$ cat config.mk
export PLATFORM = sky130hd
export DESIGN_NAME = butterfly_pipe
export DESIGN_NICKNAME = d
export VERILOG_FILES = /design/src/rtl/fft_pkg.sv /design/src/rtl/twiddle_rom.sv /design/src/rtl/butterfly_pipe.sv
export SDC_FILE = /design/constraint.sdc
export NUM_CORES = 2
export LEC_CHECK = 0
export BUFFER_PORTS_ARGS = -buffer_cell sky130_fd_sc_hd__clkbuf_2
export CAP_MARGIN = 20
export CORE_MARGIN = 5
export CORE_UTILIZATION = 45
export CTS_CLUSTER_DIAMETER = 30
export DETAILED_ROUTE_END_ITERATION = 10
export PLACE_DENSITY = 0.67
export SYNTH_ARGS = -nofsm -noshare
export SYNTH_HDL_FRONTEND = slang
export SYNTH_SLANG_ARGS = --single-unit
export TNS_END_PERCENT = 100
$ cat constraint.sdc
create_clock -name clk -period 9.13 [get_ports clk]
set_input_delay 0.913 -clock clk [delete_from_list [all_inputs] [get_ports clk]]
set_output_delay 0.913 -clock clk [all_outputs]
set_load 0.005 [all_outputs]
$ cat src/rtl/fft_pkg.sv
// fft_pkg: shared FFT defaults, rounding/saturation helpers and twiddle generation
//  sat(v, w)        clamp v to the signed w-bit range
//  rnd_shift(v, sh) add half an LSB, then arithmetic shift right by sh
//  tw_val(k,n,tw,im) twiddle component for exp(-j*2*pi*k/n) in Q1.(tw-1)
package fft_pkg;
   localparam int DW_DEF = 12;
   localparam int TW_DEF = 12;
   function automatic longint sat(input longint v, input int w);
      longint hi, lo;
      hi = (64'sd1 <<< (w - 1)) - 64'sd1;
      lo = -(64'sd1 <<< (w - 1));
      return v > hi ? hi : v < lo ? lo : v;
   endfunction
   function automatic longint rnd_shift(input longint v, input int sh);
      return (v + (64'sd1 <<< (sh - 1))) >>> sh;
   endfunction
   // +1.0 maps to 2^(tw-1)-1 so that it stays representable
   function automatic int tw_val(input int k, input int n, input int tw, input bit im);
      real s, v;
      s = 2.0 ** $itor(tw - 1) - 1.0;
      v = $itor(k) * 6.283185307179586 / $itor(n);
      v = im ? -$sin(v) * s : $cos(v) * s;
      return v >= 0.0 ? $rtoi(v + 0.5) : -$rtoi(0.5 - v);
   endfunction
endpackage

$ cat src/rtl/twiddle_rom.sv
// twiddle_rom: registered twiddle lookup, table of N/2 entries built at elaboration
//  clk, rst_n  clock, asynchronous active-low reset
//  en          load a new lookup this cycle
//  index       twiddle index k
//  wr, wi      registered cos / -sin components, one cycle after index
module twiddle_rom
   import fft_pkg::*;
#(
   parameter int TW = 12,
   parameter int N  = 8
) (
   input  logic                   clk,
   input  logic                   rst_n,
   input  logic                   en,
   input  logic [$clog2(N)-2:0]   index,
   output logic signed [TW-1:0]   wr,
   output logic signed [TW-1:0]   wi
);
   logic signed [TW-1:0] tab_re [N/2];
   logic signed [TW-1:0] tab_im [N/2];
   for (genvar i = 0; i < N / 2; i++) begin : g_tab
      localparam int RE = tw_val(i, N, TW, 1'b0);
      localparam int IM = tw_val(i, N, TW, 1'b1);
      assign tab_re[i] = TW'(RE);
      assign tab_im[i] = TW'(IM);
   end
   always_ff @(posedge clk or negedge rst_n)
      if (!rst_n) begin
         wr <= '0;
         wi <= '0;
      end else if (en) begin
         wr <= tab_re[index];
         wi <= tab_im[index];
      end
endmodule

$ cat src/rtl/butterfly_pipe.sv
// butterfly_pipe: pipelined radix-2 DIT butterfly, X = A + W*B, Y = A - W*B
//  clk, rst_n             clock, asynchronous active-low reset
//  in_valid, in_ready     input handshake
//  a_re, a_im, b_re, b_im input operands (B is multiplied by W)
//  index, scale           twiddle index k, halve outputs with rounding
//  out_valid, out_ready   output handshake
//  x_re, x_im, y_re, y_im saturated results
//  ovf                    sticky saturation flag, cleared only by reset
module butterfly_pipe
   import fft_pkg::*;
#(
   parameter int DW = DW_DEF,
   parameter int TW = TW_DEF,
   parameter int N  = 8
) (
   input  logic                  clk,
   input  logic                  rst_n,
   input  logic                  in_valid,
   output logic                  in_ready,
   input  logic signed [DW-1:0]  a_re,
   input  logic signed [DW-1:0]  a_im,
   input  logic signed [DW-1:0]  b_re,
   input  logic signed [DW-1:0]  b_im,
   input  logic [$clog2(N)-2:0]  index,
   input  logic                  scale,
   output logic                  out_valid,
   input  logic                  out_ready,
   output logic signed [DW-1:0]  x_re,
   output logic signed [DW-1:0]  x_im,
   output logic signed [DW-1:0]  y_re,
   output logic signed [DW-1:0]  y_im,
   output logic                  ovf
);
   localparam int PW = DW + TW;
   logic adv;
   logic v1, v2, v3, v4, sc1, sc2, sc3, sc4;
   logic signed [DW-1:0] a1_re, a1_im, b1_re, b1_im, a2_re, a2_im, a3_re, a3_im;
   logic signed [TW-1:0] wr, wi;
   logic signed [PW-1:0] p_rr, p_ii, p_ri, p_ir;
   logic signed [DW:0]   pr3, pi3;
   // s4/o/t/clip index: 0 = x_re, 1 = x_im, 2 = y_re, 3 = y_im
   logic signed [DW+1:0] s4 [4];
   logic signed [DW-1:0] o [4];
   longint               t [4];
   logic [3:0]           clip;
   assign adv      = ~out_valid | out_ready;
   assign in_ready = adv;
   twiddle_rom #(.TW(TW), .N(N)) u_rom (
      .clk   (clk),
      .rst_n (rst_n),
      .en    (adv),
      .index (index),
      .wr    (wr),
      .wi    (wi)
   );
   // Datapath registers carry no reset; only the valids qualify them.
   always_ff @(posedge clk)
      if (adv) begin
         a1_re <= a_re;
         a1_im <= a_im;
         b1_re <= b_re;
         b1_im <= b_im;
         sc1   <= scale;
         a2_re <= a1_re;
         a2_im <= a1_im;
         sc2   <= sc1;
         p_rr  <= PW'(b1_re) * PW'(wr);
         p_ii  <= PW'(b1_im) * PW'(wi);
         p_ri  <= PW'(b1_re) * PW'(wi);
         p_ir  <= PW'(b1_im) * PW'(wr);
         a3_re <= a2_re;
         a3_im <= a2_im;
         sc3   <= sc2;
         // |W*B| can exceed full scale by sqrt2, hence one extra bit
         pr3   <= (DW+1)'(rnd_shift(longint'(p_rr) - longint'(p_ii), TW - 1));
         pi3   <= (DW+1)'(rnd_shift(longint'(p_ri) + longint'(p_ir), TW - 1));
         sc4   <= sc3;
         s4[0] <= (DW+2)'(longint'(a3_re) + longint'(pr3));
         s4[1] <= (DW+2)'(longint'(a3_im) + longint'(pi3));
         s4[2] <= (DW+2)'(longint'(a3_re) - longint'(pr3));
         s4[3] <= (DW+2)'(longint'(a3_im) - longint'(pi3));
      end
   always_comb
      for (int i = 0; i < 4; i++) begin
         t[i]    = sc4 ? rnd_shift(longint'(s4[i]), 1) : longint'(s4[i]);
         o[i]    = DW'(sat(t[i], DW));
         clip[i] = sat(t[i], DW) != t[i];
      end
   always_ff @(posedge clk or negedge rst_n)
      if (!rst_n) begin
         v1        <= 1'b0;
         v2        <= 1'b0;
         v3        <= 1'b0;
         v4        <= 1'b0;
         out_valid <= 1'b0;
         ovf       <= 1'b0;
         x_re      <= '0;
         x_im      <= '0;
         y_re      <= '0;
         y_im      <= '0;
      end else if (adv) begin
         v1        <= in_valid;
         v2        <= v1;
         v3        <= v2;
         v4        <= v3;
         out_valid <= v4;
         if (v4) begin
            x_re <= o[0];
            x_im <= o[1];
            y_re <= o[2];
            y_im <= o[3];
            ovf  <= ovf | (|clip);
         end
      end
endmodule

# --- After elaboration in Yosys (flattened, before gate mapping) ---
# Memories as Yosys holds them, arrays and structs flattened.
# Cells that the tools add are included.
word_totals:
  register_bits: 300
  latch_bits: 0
  ram_bits: 56
  mem_bits_ro: 0
  input_bits: 55
  out_inout_bits: 51
  wordCells: 86
  memories: 1
classes:
  n_addsub: 12
  multipliers: 4
  n_div: 0
  n_lt_le_gt_ge: 9
  eq_ne: 4
  shift: 0
  n_mux: 20
  bitwise: 4
  reduce_logical: 2
memory_table:
  columns: ["name", "depth", "word_bits", "rd", "rd_ports_with_merged_regs", "wr", "line", "rtl"]
  rows:
  - ["s4", 4, 14, 4, 0, 4, "butterfly_pipe.sv:42", "logic signed [DW+1:0] s4 [4];"]
op_table:
  columns: ["operator", "n"]
  rows:
  - ["64-bit 2-to-1 mux", 12]
  - ["64-bit by 12-bit greater-than comparator with 1-bit output (second input constant)", 4]
  - ["64-bit by 12-bit less-than comparator with 1-bit output (second input constant)", 4]
  - ["64-bit inequality test", 4]
  - ["12-bit by 12-bit multiplier with 24-bit output", 4]
  - ["14-bit by 2-bit adder with 15-bit output (second input constant)", 4]
  - ["24-bit by 12-bit adder with 24-bit output (second input constant)", 2]
  - ["12-bit binary-select mux with 2-bit select", 2]
  - ["12-bit 2-to-1 mux", 4]
  - ["12-bit by 13-bit adder with 14-bit output", 2]
  - ["12-bit by 13-bit subtractor with 14-bit output", 2]
  - ["24-bit adder", 1]
  - ["24-bit subtractor", 1]
  - ["4-bit OR reduction", 1]
  - ["3-bit greater-or-equal comparator (second input constant)", 1]
  - ["2-bit NOT with 3-bit output", 1]
  - ["1-bit 2-to-1 mux", 2]
  - ["1-bit bitwise OR", 2]
  - ["2-bit AND reduction", 1]
  - ["1-bit NOT", 1]

# --- Longest topological paths before layout ---
# An unclocked memory read counts as a cell.
depth:
  depth_word: 9
  depth_mapped: 23
  mapped_depth_nobuf: 21

# --- Hierarchy ---
# From an unflattened synthesis, not the netlist that was laid out.
hier_totals:
  hier_cells: 3858
  area_unflattened_um2: 38237.9
modules_own_cells:
  columns: ["mod", "n_inst", "cells_each", "area_each_um2", "seq_area_each_um2"]
  rows:
  - ["butterfly_pipe", 1, 3818, 37806.3, 9639.2]
  - ["twiddle_rom", 1, 40, 431.7, 150.1]

# --- Worst setup path after synthesis ---
# Ideal clock, no wire load.
synth_timing:
  kind: "in2out"
  from: "input port out_ready"
  to: "output port in_ready"
  arrival_time_ns: 8.978
  t_required_ns: 8.217
  slack_ns: -0.761
  stages: 3
  path_buffers: 2
  path_cell_list: "nand2b_1 -> clkbuf_1 -> buf_1"
synth_via:
  elab_chain_len: 1
synth_rtl:
  columns: ["element", "line", "rtl"]
  rows:
  - ["from (decl)", "butterfly_pipe.sv:27", "input logic out_ready,"]
  - ["1-bit bitwise OR", "butterfly_pipe.sv:46", "assign adv = ~out_valid | out_ready;"]
  - ["to (decl)", "butterfly_pipe.sv:19", "output logic in_ready,"]
# Every way passes these cells.

# --- Final worst setup path ---
layout_timing:
  from: "register u_rom.wr[10]"
  to: "register p_ir[23], data pin"
layout_via:
  elab_chain_len: 1
layout_rtl:
  columns: ["element", "line", "rtl"]
  rows:
  - ["from (decl)", "twiddle_rom.sv:16", "output logic signed [TW-1:0] wr,"]
  - ["from (signal assigned)", "twiddle_rom.sv:32", "wr <= tab_re[index];"]
  - ["12-bit by 12-bit multiplier with 24-bit output", "butterfly_pipe.sv:70", "p_ir <= PW'(b1_im) * PW'(wr);"]
  - ["to (signal assigned)", "butterfly_pipe.sv:70", null]
  - ["to (decl)", "butterfly_pipe.sv:39", "logic signed [PW-1:0] p_rr, p_ii, p_ri, p_ir;"]
# Every way passes these cells.
# A chain may end at the register's enable or synchronous reset.

==> impl_metrics.toml <==
[status]
status = "finished, final reports clean"

[yosys]
syn_nets = 3925
syn_inst = 3110
synth_ff_type = "edfxtp_1"
async_flop_share_pct = 17.9
syn_area_per_cell_um2 = 10.4
yosys_warnings = 0
synthesis.area_um2 = 32400
synth_cell_types = 71
synth_edf_count = 276
ys_ff_latch = 336
ys_seq_area_share_pct = 30.2

[grt]
grt_pass1_wl_mm = 113
antenna_found_initial = 0
grt_use_total_pct = 17.7
overflow = 0
grt_max_degree = 177
grt_pass1_vias = 22200

[floorplanning]
die-area_um2 = 77600
io_pins = 106
row_count = 98
die_h_um = 279
core-area_um2 = 71500
initial_core_util_pct = 45.4
dieWidth_um = 279

[timing]
fin_worst_skew_ns = 0.0258
setup-violations-final = 0
fmax_mhz = 155
setup_slack_ns = 2.69
final_max_slew_viol_count = 0
finalCritPeriodShare_pct = 70.5
max-slew-margin-rel_pct = 28.0
fin_crit_ns = 6.44
hold_violations = 0
rsz0062_at_grt = "no"
setup_tns_ns = 0
fin_hold_ws_ns = 0.407
worstMarginPinSlew_ns = 1.08

[detailed_routing]
num_vias = 21500
wl_per_cell_um = 15.6
wl_met2_mm = 31.9
drt_iter0_drc = 1172
top_layer = "met4"
drtPass1Iterations = 5
drc = 0
wl_mm = 66.6
ant_nets = 0
vias_per_cell = 5.04
dr_wl_met3_mm = 3.14
wl_met1_mm = 30.1

[layout]
drive_above_1_share_pct = 8.38
areaGrowthSynthToFinish_pct = 13.7
fin_cells = 4257
nNetsFinal = 4057

[placement]
gp_congestion = 0.874
dpl.hpwl_mm = 53.7
port_buffers = 105
dpl.cell_count = 4112
place_ws_ns = 2.71

[clock_tree]
cts_resized = 0
root_buffer = "clkbuf_16"
clkLatencyLatePin_ns = 0.62
clk_pin_slew_worst_paths_ns = 0.05
h-tree-depth = 3
cts_tree = "yes"
cts.sinks = 336
clk_path_buf_depth = 3
post_cts_buffers = 0
hold_buffers = 0
cts_made_buffers = 78

[worst_setup_path]
cp_max_fo = 28
crit_arrival_ns = 6.77
endpoint_kind = "register"
cp-start-kind = "register"
worstSetupPathType = "reg -> reg"
required_ns = 9.46

[worst_hold_path]
hold_class = "reg -> reg"

[job]
cap_violations = 0
[kinds of logic after synthesis]
group,synth area share (%)
adder cells (fa/ha/maj),37.2
buffers and inverters,7.97
AND/OR/NAND/NOR,9.59
AO/OA/AOI/OAI,8.87
flip-flops,30.2
XOR/XNOR,5.45
multiplexers,0.717
[worst paths after layout]
path | slack, ns | cells past startpoint | to | from
max | 2.69 | 19 | p_ir[23]$_DFFE_PN_ | u_rom.wr[10]$_DFFE_PN0N_
min | 0.41 | 0 | a3_re[8]$_DFFE_PN_ | a2_re[8]$_DFFE_PN_
max reg2reg | 2.69 | 19 | p_ir[23]$_DFFE_PN_ | u_rom.wr[10]$_DFFE_PN0N_
min reg2reg | 0.41 | 0 | a3_re[8]$_DFFE_PN_ | a2_re[8]$_DFFE_PN_
max in group asynchronous | 8.05 | 2 | u_rom.wr[9]$_DFFE_PN0N_ | rst_n
min in group asynchronous | 0.49 | 2 | x_re[0]$_DFFE_PN0P_ | rst_n
[registers in the layout, indices dropped and copies added (netlist names), 13 cells and up]
| signal | cells |
|---|---|
| p_ii | 24 |
| p_ir | 24 |
| p_ri | 24 |
| p_rr | 24 |
| pi3 | 13 |
| pr3 | 13 |
| s4 | 54 |
[per-layer routing]
| layer | up-vias | GRT usage (%) |
|---|---|---|
| li1 | 10500 | - |
| met4 | 0 | 4.67 |
| met3 | 107 | 3.05 |
| met1 | 10400 | 24.1 |
| met5 | - | 0 |
| met2 | 403 | 29.6 |
[metrics by stage]
stage,util [%],area (um2)
2_1_floorplan,-,32500
3_3_place_gp,47.6,34000
3_5_place_dp,47.6,34000
4_1_cts,51.6,36900
5_1_grt,51.6,36900
6_report,51.6,36900
[Yosys cell counts (5+ instances only)]
cell,instances,area [um2]
a211o_1,5,43.8
a211oi_1,15,113
a21o_1,32,240
a21oi_1,198,991
a31oi_1,15,93.8
a41o_1,5,50.1
and2_1,81,507
and3_1,14,87.6
and4_1,6,52.6
buf_1,5,18.8
buf_2,7,35.0
clkbuf_1,51,191
dfrtp_1,60,1500
edfxtp_1,276,8290
fa_1,342,6850
ha_1,418,5230
inv_1,617,2320
mux2_2,10,113
mux2i_1,12,120
nand2_1,197,739
nand2b_1,28,175
nand3_1,51,255
nand4_1,21,131
nor2_1,117,439
nor2b_1,43,269
nor3_1,39,195
o2111ai_1,5,43.8
o211ai_1,12,90.1
o21a_1,14,105
o21ai_0,101,505
o21ai_1,15,75.1
o21bai_1,12,90.1
o31ai_1,8,60.1
o41ai_1,5,43.8
or2_2,6,37.5
or3_1,9,56.3
xnor2_1,160,1400
xor2_1,42,368
[cell type report]
type,count,area (um2)
Sequential cell,336,9790
Timing Repair Buffer,117,628
Multi-Input combinational cell,2092,20100
Inverter,617,2320
Clock buffer,93,2090
Tap cell,950,1190
Fill cell,6325,34600
Antenna cell,1,2.50
Clock inverter,51,781
[cells in the final DEF, fill, tap and decap left out, drive strengths merged, types with 23 or more instances in the layout]
master  netlist  routed
and2         81      81
dfrtp        60      60
ha          418     418
inv         617     622
a21oi       199     199
xnor2       160     160
o21ai       116     116
nor2        117     117
fa          342     342
clkinv        0      24
a21o         33      33
nor3         39      39
nand2       198     198
xor2         42      42
clkbuf       52     197
nor2b        43      43
nand3        51      51
nand4        23      23
edfxtp      276     276
nand2b       28      28
[critical path: stages, from the launching register on]
cell and delay [ns]:
dfrtp_1 0.90, and2_1 0.44, inv_1 0.16, fa_1 0.56, inv_1 0.05, fa_1 0.47
fa_1 0.52, fa_1 0.54, inv_1 0.05, fa_1 0.52, inv_1 0.04, ha_1 0.36
a21oi_1 0.19, o21ai_0 0.14, or3_1 0.32, o21ai_1 0.21, o2111ai_1 0.18, a31o_2 0.26
a21oi_1 0.16, xnor2_1 0.08
Power is left out: the tool's default activity adds up to more than one toggle a clock period on the data nets, which glitch-free logic cannot reach.
